### config.mk
export PLATFORM = sky130hd
export DESIGN_NAME = alm_config_loader
export DESIGN_NICKNAME = d
export VERILOG_FILES = /design/src/rtl/alm_cfg_pkg.sv /design/src/rtl/alm_cfg_serializer.sv /design/src/rtl/alm_config_loader.sv
export SDC_FILE = /design/constraint.sdc
export NUM_CORES = 1
export LEC_CHECK = 0
export CORE_UTILIZATION = 55
export DETAILED_ROUTE_END_ITERATION = 8
export PLACE_DENSITY_LB_ADDON = 0.08
export REMOVE_ABC_BUFFERS = 1
export SLEW_MARGIN = 20
export SYNTH_ARGS = -nofsm -noshare
export SYNTH_HDL_FRONTEND = slang
export SYNTH_SLANG_ARGS = --single-unit
### constraint.sdc
create_clock -name clk -period 2.05 [get_ports clk]
set_input_delay 0.3075 -clock clk [delete_from_list [all_inputs] [get_ports clk]]
set_output_delay 0.3075 -clock clk [all_outputs]
set_load 0.01 [all_outputs]
### src/rtl/alm_cfg_pkg.sv
// Shared types and helpers for the ALM configuration-chain loader.
package alm_cfg_pkg;

  localparam int DEF_CHAIN_LEN = 64;
  localparam int DEF_WORD_W    = 8;

  typedef enum logic [2:0] {
    ST_IDLE,
    ST_FETCH,
    ST_SHIFT,
    ST_VERIFY,
    ST_DONE
  } state_t;

  function automatic int ceil_div(input int a, input int b);
    return (a + b - 1) / b;
  endfunction

  // Width able to hold 0..n inclusive, never less than one bit.
  function automatic int cnt_w(input int n);
    return (n < 1) ? 1 : $clog2(n + 1);
  endfunction

endpackage

### src/rtl/alm_cfg_serializer.sv
// Holds one upstream word and presents its bits LSB-first, one per shift.
module alm_cfg_serializer
  import alm_cfg_pkg::*;
#(
  parameter int WORD_W = DEF_WORD_W
) (
  input  logic              clk,
  input  logic              clear_sync,
  input  logic              i_load,
  input  logic              i_shift,
  input  logic [WORD_W-1:0] i_word,
  output logic              o_bit,
  output logic              o_last_bit
);

  localparam int IW = cnt_w(WORD_W);

  logic [WORD_W-1:0] r_word;
  logic [IW-1:0]     r_idx;

  // Word register is pure data: it is always reloaded before being used.
  always_ff @(posedge clk) begin
    if (i_load) begin
      r_word <= i_word;
    end else if (i_shift) begin
      r_word <= r_word >> 1;
    end
  end

  always_ff @(posedge clk) begin
    if (clear_sync) begin
      r_idx <= '0;
    end else if (i_load) begin
      r_idx <= '0;
    end else if (i_shift && !o_last_bit) begin
      r_idx <= r_idx + IW'(1);
    end
  end

  assign o_bit      = r_word[0];
  assign o_last_bit = (r_idx == IW'(WORD_W - 1));

endmodule

### src/rtl/alm_config_loader.sv
// Serial config-chain loader for one ALM tile with a non-destructive
// rotate-and-popcount verify pass.
module alm_config_loader
  import alm_cfg_pkg::*;
#(
  parameter int CHAIN_LEN = DEF_CHAIN_LEN,
  parameter int WORD_W    = DEF_WORD_W
) (
  input  logic                           clk,
  input  logic                           clear_sync,
  input  logic                           start_load,
  input  logic                           start_verify,
  input  logic [WORD_W-1:0]              word_data,
  input  logic                           word_valid,
  output logic                           word_ready,
  output logic                           config_in,
  output logic                           config_en,
  input  logic                           config_out,
  output logic                           busy,
  output logic                           done,
  output logic                           match,
  output logic [$clog2(CHAIN_LEN+1)-1:0] ones_loaded
);

  localparam int CW = cnt_w(CHAIN_LEN);

  state_t        r_state;
  state_t        w_next;
  logic [CW-1:0] r_bit_cnt;
  logic [CW-1:0] r_vcnt;
  logic [CW-1:0] r_ones;
  logic          r_match;

  logic          w_load;
  logic          w_shift;
  logic          w_ser_bit;
  logic          w_ser_last;
  logic          w_term;
  logic [CW-1:0] w_vcnt_nxt;

  alm_cfg_serializer #(
    .WORD_W (WORD_W)
  ) u_ser (
    .clk        (clk),
    .clear_sync (clear_sync),
    .i_load     (w_load),
    .i_shift    (w_shift),
    .i_word     (word_data),
    .o_bit      (w_ser_bit),
    .o_last_bit (w_ser_last)
  );

  assign w_term     = (r_bit_cnt == CW'(CHAIN_LEN - 1));
  assign w_vcnt_nxt = r_vcnt + CW'(config_out);

  always_comb begin
    w_next  = r_state;
    w_load  = 1'b0;
    w_shift = 1'b0;
    case (r_state)
      ST_IDLE: begin
        if (start_load) begin
          w_next = ST_FETCH;
        end else if (start_verify) begin
          w_next = ST_VERIFY;
        end
      end
      ST_FETCH: begin
        if (word_valid) begin
          w_load = 1'b1;
          w_next = ST_SHIFT;
        end
      end
      ST_SHIFT: begin
        w_shift = 1'b1;
        if (w_term) begin
          w_next = ST_DONE;
        end else if (w_ser_last) begin
          w_next = ST_FETCH;
        end
      end
      ST_VERIFY: begin
        if (w_term) begin
          w_next = ST_DONE;
        end
      end
      ST_DONE:  w_next = ST_IDLE;
      default:  w_next = ST_IDLE;
    endcase
  end

  // In VERIFY the chain output is looped straight back so the chain rotates.
  always_comb begin
    word_ready = 1'b0;
    config_en  = 1'b0;
    config_in  = 1'b0;
    busy       = (r_state != ST_IDLE);
    done       = (r_state == ST_DONE);
    case (r_state)
      ST_FETCH:  word_ready = 1'b1;
      ST_SHIFT: begin
        config_en = 1'b1;
        config_in = w_ser_bit;
      end
      ST_VERIFY: begin
        config_en = 1'b1;
        config_in = config_out;
      end
      default: ;
    endcase
  end

  always_ff @(posedge clk) begin
    if (clear_sync) begin
      r_state   <= ST_IDLE;
      r_bit_cnt <= '0;
      r_vcnt    <= '0;
      r_ones    <= '0;
      r_match   <= 1'b0;
    end else begin
      r_state <= w_next;
      case (r_state)
        ST_IDLE: begin
          if (start_load) begin
            r_bit_cnt <= '0;
            r_ones    <= '0;
            r_match   <= 1'b0;
          end else if (start_verify) begin
            r_bit_cnt <= '0;
            r_vcnt    <= '0;
            r_match   <= 1'b0;
          end
        end
        ST_SHIFT: begin
          r_ones <= r_ones + CW'(w_ser_bit);
          if (!w_term) begin
            r_bit_cnt <= r_bit_cnt + CW'(1);
          end
        end
        ST_VERIFY: begin
          r_vcnt <= w_vcnt_nxt;
          if (!w_term) begin
            r_bit_cnt <= r_bit_cnt + CW'(1);
          end else begin
            r_match <= (w_vcnt_nxt == r_ones);
          end
        end
        default: ;
      endcase
    end
  end

  assign match       = r_match;
  assign ones_loaded = r_ones;

endmodule

==> flow_metrics.py, run 1 <==
metrics = {
    "job": {
        "maxCapViolations": 0,
    },
    "cts": {
        "htree_num_levels": 2,
        "cts_made_buffers": 5,
        "clk_pin_slew_ns": 0.07,
        "post_cts_buffers": 0,
        "clk_latency_ns": 0.28,
        "cts_tree": "built",
        "holdBufCountCts": 0,
        "clockBufferDepth": 2,
        "cts_sinks": 37,
        "root_buffer": "clkbuf_8",
    },
    "timing": {
        "fmax_mhz": 512.6,
        "slew_headroom_pct": 72.41,
        "slew_viol_final": 0,
        "hold_viol_final": 0,
        "worstMarginPinSlew_ns": 0.4111,
        "setup_viol_count_final": 0,
        "hold_ws_ns": 0.4857,
        "final.min_clock_period_ns": 1.951,
        "finalCritPeriodShare_pct": 95.16,
        "fin_worst_skew_ns": 0.003338,
        "grt_setup_unrepaired": "false",
    },
    "place": {
        "dpl_cell_area_mm2": 0.002429,
        "hpwlAfterDp_mm": 3.235,
        "numPortBuffers": 26,
        "place_inst": 301,
        "gp_congestion": 0.8336,
    },
    "synth": {
        "yosysSeqAreaShare_pct": 39.85,
        "synth-edff-count": 8,
        "synth-seq-cells": 37,
        "synthAdderAreaFrac_pct": 4.253,
        "synth_mux_area_share_pct": 5.893,
        "yosys_most_used_dff": "dfxtp_1",
        "synth_xor_area_share_pct": 4.678,
        "synth-simple-area-share_pct": 25.64,
        "synth_compound_area_share_pct": 15.55,
        "synthCells": 228,
        "synth_warnings": 0,
        "netlist_area_mm2": 0.002059,
        "synth.avg_cell_area_um2": 9.033,
        "async_flop_share_pct": 0,
        "synth_cell_types": 55,
        "synth_top_family_by_area": "simple AND/OR/NAND/NOR gates",
    },
    "grt": {
        "grt_pass1_vias": 1632,
        "grt_pass1_wl_mm": 7.569,
        "antenna_found_initial": 0,
        "track_usage_pct": 23.62,
        "overflow": 0,
        "grt_max_degree": 21,
    },
    "setup_path": {
        "crit_path_frequent_cell": "clkdlybuf4s50_1",
        "slowest_delay_ns": 0.55,
        "required_ns": 1.74,
        "worstPathCellList": "clkdlybuf4s50_1, buf_4, mux2i_1, nor2_1, clkdlybuf4s50_1",
        "path_class": "in2out",
        "reg2reg_from": "r_state[1]",
        "crit_fanout": 2,
        "r2r_cells": 4,
        "r2r_end": "ones_loaded[6]",
        "crit_buf_inv": 3,
        "crit_arrival_ns": 1.64,
        "cp-start-kind": "input port",
        "crit_path_top_delay_cell": "clkdlybuf4s50_1",
        "r2r_setup_slack_ns": 0.36,
        "critPathCaptureType": "output port",
        "cp_top_family": "buffers and inverters",
    },
    "final_layout": {
        "fillers": 280,
        "drive_above_1_share_pct": 15.59,
        "layoutNonFillerInstCount": 309,
        "area_growth_syn_to_layout_pct": 22.78,
        "final_cell_mix": "dfxtp_1 (27), clkdlybuf4s50_1 (25), a21oi_1 (22)",
        "antenna_cells": 0,
        "layout_commonest_cell": "dfxtp_1",
        "final_core_util_pct": 72.91,
        "final_cell_area_mm2": 0.002529,
        "multi_input_area_mm2": 0.001159,
        "seqCellArea_um2": 823.3,
        "final_nets": 283,
    },
    "drt": {
        "wire_per_inst_um": 14.19,
        "vias": 1789,
        "antenna_left": 0,
        "drtPass1Iterations": 4,
        "initialDrtViolationCount": 126,
        "wirelength_mm": 4.385,
        "vias_per_cell": 5.790,
        "drc": 0,
    },
    "floorplan": {
        "fp-row-count": 21,
        "io_pins": 27,
        "fp.dieH_um": 63.19,
        "floorplan.initialDensity_pct": 59.38,
        "dieArea_mm2": 0.003993,
        "core_area_mm2": 0.003468,
        "dieWidth_um": 63.19,
    },
    "outcome": {
        "status": "complete, no violations",
    },
    "power_and_ir_drop": {
        "worst_ir_drop_vdd_v": 0.0006021,
        "netSwitchingPower_w": 0.0005377,
        "comb_power_share_pct": 26.2,
        "p_clk_share_pct": 27.9,
        "total_power_w": 0.001868,
        "switching_share_pct": 28.79,
        "p_leak_nw": 0.9509,
        "power.density_mw_per_mm2": 738.6,
        "p_int_w": 0.001330,
        "p_seq_share_pct": 45.9,
    },
    "min_path": {
        "min_to": "r_bit_cnt[1]",
        "hp-start": "r_bit_cnt[1]",
        "hold_class": "reg2reg",
        "worstHoldPathCells": 2,
    },
}
==> layer usage <==
metal  track usage [%]  part of all wire [%]
met1             31.31                    46
met2             39.38                    50
met3             4.529                   2.3
met4             5.682                   1.1
met5                 0                     0
==> per-stage QoR <==
step	setup WS, ns	TNS (ns)
4_1_cts	0.06062	0
6_report	0.09923	0
5_1_grt	0.03142	0
3_3_place_gp	-0.008250	-0.008250
3_5_place_dp	-0.04763	-0.08332
2_1_floorplan	0.2844	0
==> state kept, by name (all words and copies together), names as in the netlist <==
signal and count:
match 1, ones_loaded 7, r_bit_cnt 7, r_state 3, r_vcnt 7, u_ser.r_idx 4, u_ser.r_word 8
==> worst reg2reg max path: cells and delay by family, from the launching register on <==
family / cells / cell delay, ns
AND/OR/NAND/NOR: 3 / 0.81
flip-flops: 1 / 0.45
multiplexers: 1 / 0.37
==> Yosys cell counts (2+ instances only) <==
library cell  instances  area share, %
dfxtp_1              29             28
a21oi_1              22            5.3
nor2_1               15            2.7
nand3_1              13            3.2
nand2_1              12            2.2
o21ai_0              11            2.7
clkbuf_1              9            1.6
mux2_2                9            4.9
edfxtp_1              8             12
ha_1                  7            4.3
xor2_1                7            3.0
and3_1                6            1.8
nor3_1                6            1.5
or3_1                 6            1.8
nand2b_1              5            1.5
a31oi_1               4            1.2
inv_1                 4           0.73
nand4_1               4            1.2
nor2b_1               4            1.2
xnor2_1               4            1.7
a211oi_1              2           0.73
a221oi_1              2           0.85
a32oi_1               2           0.85
buf_2                 2           0.49
buf_6                 2            1.1
mux2i_1               2           0.97
nor3b_1               2           0.73
nor4_1                2           0.61
==> cells by family after synthesis <==
logic type,after synthesis
compound gates,52
flops,37
simple gates,92
fa+ha+maj,7
xor+xnor,11
buf+inv,18
mux,11
==> final cells by class <==
cell class / count / share of cell area [%]
clock buffers: 7 / 3.414
clock inverters: 1 / 0.2969
inverters: 5 / 0.7422
multi-input cells: 173 / 45.82
flip-flops and latches: 37 / 32.56
well taps: 46 / 2.276
repair buffers: 40 / 14.89
==> what timing repair did <==
item,4_1_cts,5_1_grt
setup endpoints to repair,1,4
endpoints found under the hold margin,0,0
gates resized for setup,1,3
==> power by group through the flow <==
| stage | Combinational [W] | Sequential (W) | Clock, W |
|---|---|---|---|
| after CTS | 0.000490 | 0.000856 | 0.000531 |
| after global placement | 0.000482 | 0.000869 | 0 |
| final | 0.000488 | 0.000858 | 0.000521 |
| after floorplan | 0.000257 | 0.000875 | 0 |
| after detailed placement | 0.000490 | 0.000872 | 0 |
| after global routing | 0.000535 | 0.000866 | 0.000565 |
==> worst max path at each step <==
stage / start / to / slack [ns] / cells after the start
3_5_place_dp: config_out / match / -0.05 / 7
2_1_floorplan: r_state[1] / ones_loaded[6] / 0.28 / 4
3_3_place_gp: config_out / match / -0.008 / 7
4_1_cts: r_state[0] / word_ready / 0.06 / 3
6_report: config_out / config_in / 0.1 / 5
5_1_grt: config_out / config_in / 0.03 / 5
Note: power is estimated with default switching activity, not from simulation.
==> run 2: changes to the inputs <==
--- a/config.mk
+++ b/config.mk
@@ -5,10 +5,14 @@
 export SDC_FILE = /design/constraint.sdc
 export NUM_CORES = 1
 export LEC_CHECK = 0
-export CORE_UTILIZATION = 55
+export CELL_PAD_IN_SITES_DETAIL_PLACEMENT = 1
+export CELL_PAD_IN_SITES_GLOBAL_PLACEMENT = 1
+export CORE_UTILIZATION = 42
 export DETAILED_ROUTE_END_ITERATION = 8
 export PLACE_DENSITY_LB_ADDON = 0.08
+export RECOVER_POWER = 50
 export REMOVE_ABC_BUFFERS = 1
+export SKIP_CTS_REPAIR_TIMING = 1
 export SLEW_MARGIN = 20
 export SYNTH_ARGS = -nofsm -noshare
 export SYNTH_HDL_FRONTEND = slang
==> flow_metrics.py, run 2 (same netlist as run 1, synthesis figures left out) <==
metrics = {
    "outcome": {
        "status": "complete, no violations",
    },
    "setup_path": {
        "path_class": "reg2out",
        "r2r_cells": 5,
        "cp-start-kind": "flop",
        "required_ns": 1.74,
        "crit_arrival_ns": 1.65,
        "critPathCaptureType": "output port",
        "crit_fanout": 10,
    },
    "floorplan": {
        "io_pins": 27,
        "fp.dieH_um": 72.03,
        "dieWidth_um": 72.03,
        "fp-row-count": 25,
        "core_area_mm2": 0.004723,
        "dieArea_mm2": 0.005188,
        "floorplan.initialDensity_pct": 43.60,
    },
    "power_and_ir_drop": {
        "total_power_w": 0.001857,
        "worst_ir_drop_vdd_v": 0.0003821,
        "p_leak_nw": 0.9602,
        "power.density_mw_per_mm2": 739.8,
    },
    "final_layout": {
        "final_cell_area_mm2": 0.002510,
        "largest_register_ffs": 8,
        "drive_above_1_share_pct": 13.41,
        "antenna_cells": 0,
        "multi_input_area_mm2": 0.001141,
        "layout_commonest_cell": "dfxtp_1",
        "final_nets": 281,
        "regMostFlops": "u_ser.r_word",
        "fillers": 566,
        "final_cell_mix": "dfxtp_1 (28), a21oi_1 (22), clkdlybuf4s50_1 (17)",
        "area_growth_syn_to_layout_pct": 21.87,
        "layoutNonFillerInstCount": 328,
        "final_core_util_pct": 53.14,
        "seqCellArea_um2": 824.5,
    },
    "cts": {
        "cts_made_buffers": 5,
        "clockBufferDepth": 2,
        "cts_tree": "built",
        "clk_pin_slew_ns": 0.08,
        "htree_num_levels": 2,
        "root_buffer": "clkbuf_8",
        "cts_sinks": 37,
        "clk_latency_ns": 0.29,
    },
    "timing": {
        "slew_headroom_pct": 45.04,
        "grt_setup_unrepaired": "false",
        "worstMarginPinSlew_ns": 0.8158,
        "final.min_clock_period_ns": 1.957,
        "fin_worst_skew_ns": 0.01067,
        "fmax_mhz": 511.0,
        "setup_viol_count_final": 0,
        "slew_viol_final": 0,
        "hold_viol_final": 0,
        "finalCritPeriodShare_pct": 95.47,
    },
    "drt": {
        "vias": 1791,
        "wirelength_mm": 5.305,
        "vias_per_cell": 5.460,
        "initialDrtViolationCount": 104,
        "antenna_left": 0,
        "wire_per_inst_um": 16.17,
        "drc": 0,
        "drtPass1Iterations": 4,
    },
    "place": {
        "place_inst": 320,
        "gp_congestion": 0.7789,
        "numPortBuffers": 26,
        "hpwlAfterDp_mm": 3.916,
        "dpl_cell_area_mm2": 0.002440,
    },
    "min_path": {
        "hold_class": "reg2reg",
        "worstHoldPathCells": 2,
    },
    "grt": {
        "use_met3_pct": 4.167,
        "grt_pass1_vias": 1816,
        "met2_usage_pct": 36.37,
        "track_usage_pct": 21.84,
        "overflow": 0,
        "grt_max_degree": 20,
        "grt_pass1_wl_mm": 8.735,
        "antenna_found_initial": 0,
        "grt-busiest-layer": "met2",
        "grt.met1_usage_pct": 28.76,
    },
    "job": {
        "maxCapViolations": 0,
    },
}
-- run 2: per-layer routing --
metal	share of wire [%]	vias up
met3	2.1	6
met1	48	860
li1	-	902
met5	0	-
met4	1.2	0
met2	48	23
-- run 2: path summary, 6_finish.rpt --
| check | end | slack, ns | from |
|---|---|---|---|
| hold / removal | r_bit_cnt[1] | 0.51 | r_bit_cnt[1] |
| setup reg to reg | r_state[1] | 0.21 | r_state[1] |
| setup / recovery | done | 0.09 | r_state[2] |
| hold reg to reg | r_bit_cnt[1] | 0.51 | r_bit_cnt[1] |
-- run 2: worst max-delay path, cell delays in order (launching register included) --
cell and delay (ns):
dfxtp_1 0.50, inv_1 0.14, nor3_1 0.16, clkdlybuf4s50_1 0.56
-- run 2: area by class of cell --
cell class                      count  area share [%]
Timing Repair Buffer               38           14.31
Clock inverter                      2          0.3988
Multi-Input combinational cell    173           45.46
Inverter                            5          0.7478
Sequential cell                    37           32.85
Clock buffer                        6           2.891
Tap cell                           67           3.340
-- run 2: per-stage QoR --
step                setup slack, ns  hold slack, ns  TNS (ns)
global route                0.02320          0.5380         0
global placement          0.0004290          0.4739         0
floorplan                    0.2844          0.3766         0
detailed placement         -0.05661          0.4893   -0.1540
CTS                        -0.09871          0.5011   -0.1707
finish                      0.09291          0.5084         0
-- run 2: power by group --
| part | internal [W] | switching, W |
|---|---|---|
| Clock | 0.000236 | 0.000269 |
| Sequential | 0.000820 | 0.0000419 |
| Combinational | 0.000228 | 0.000262 |
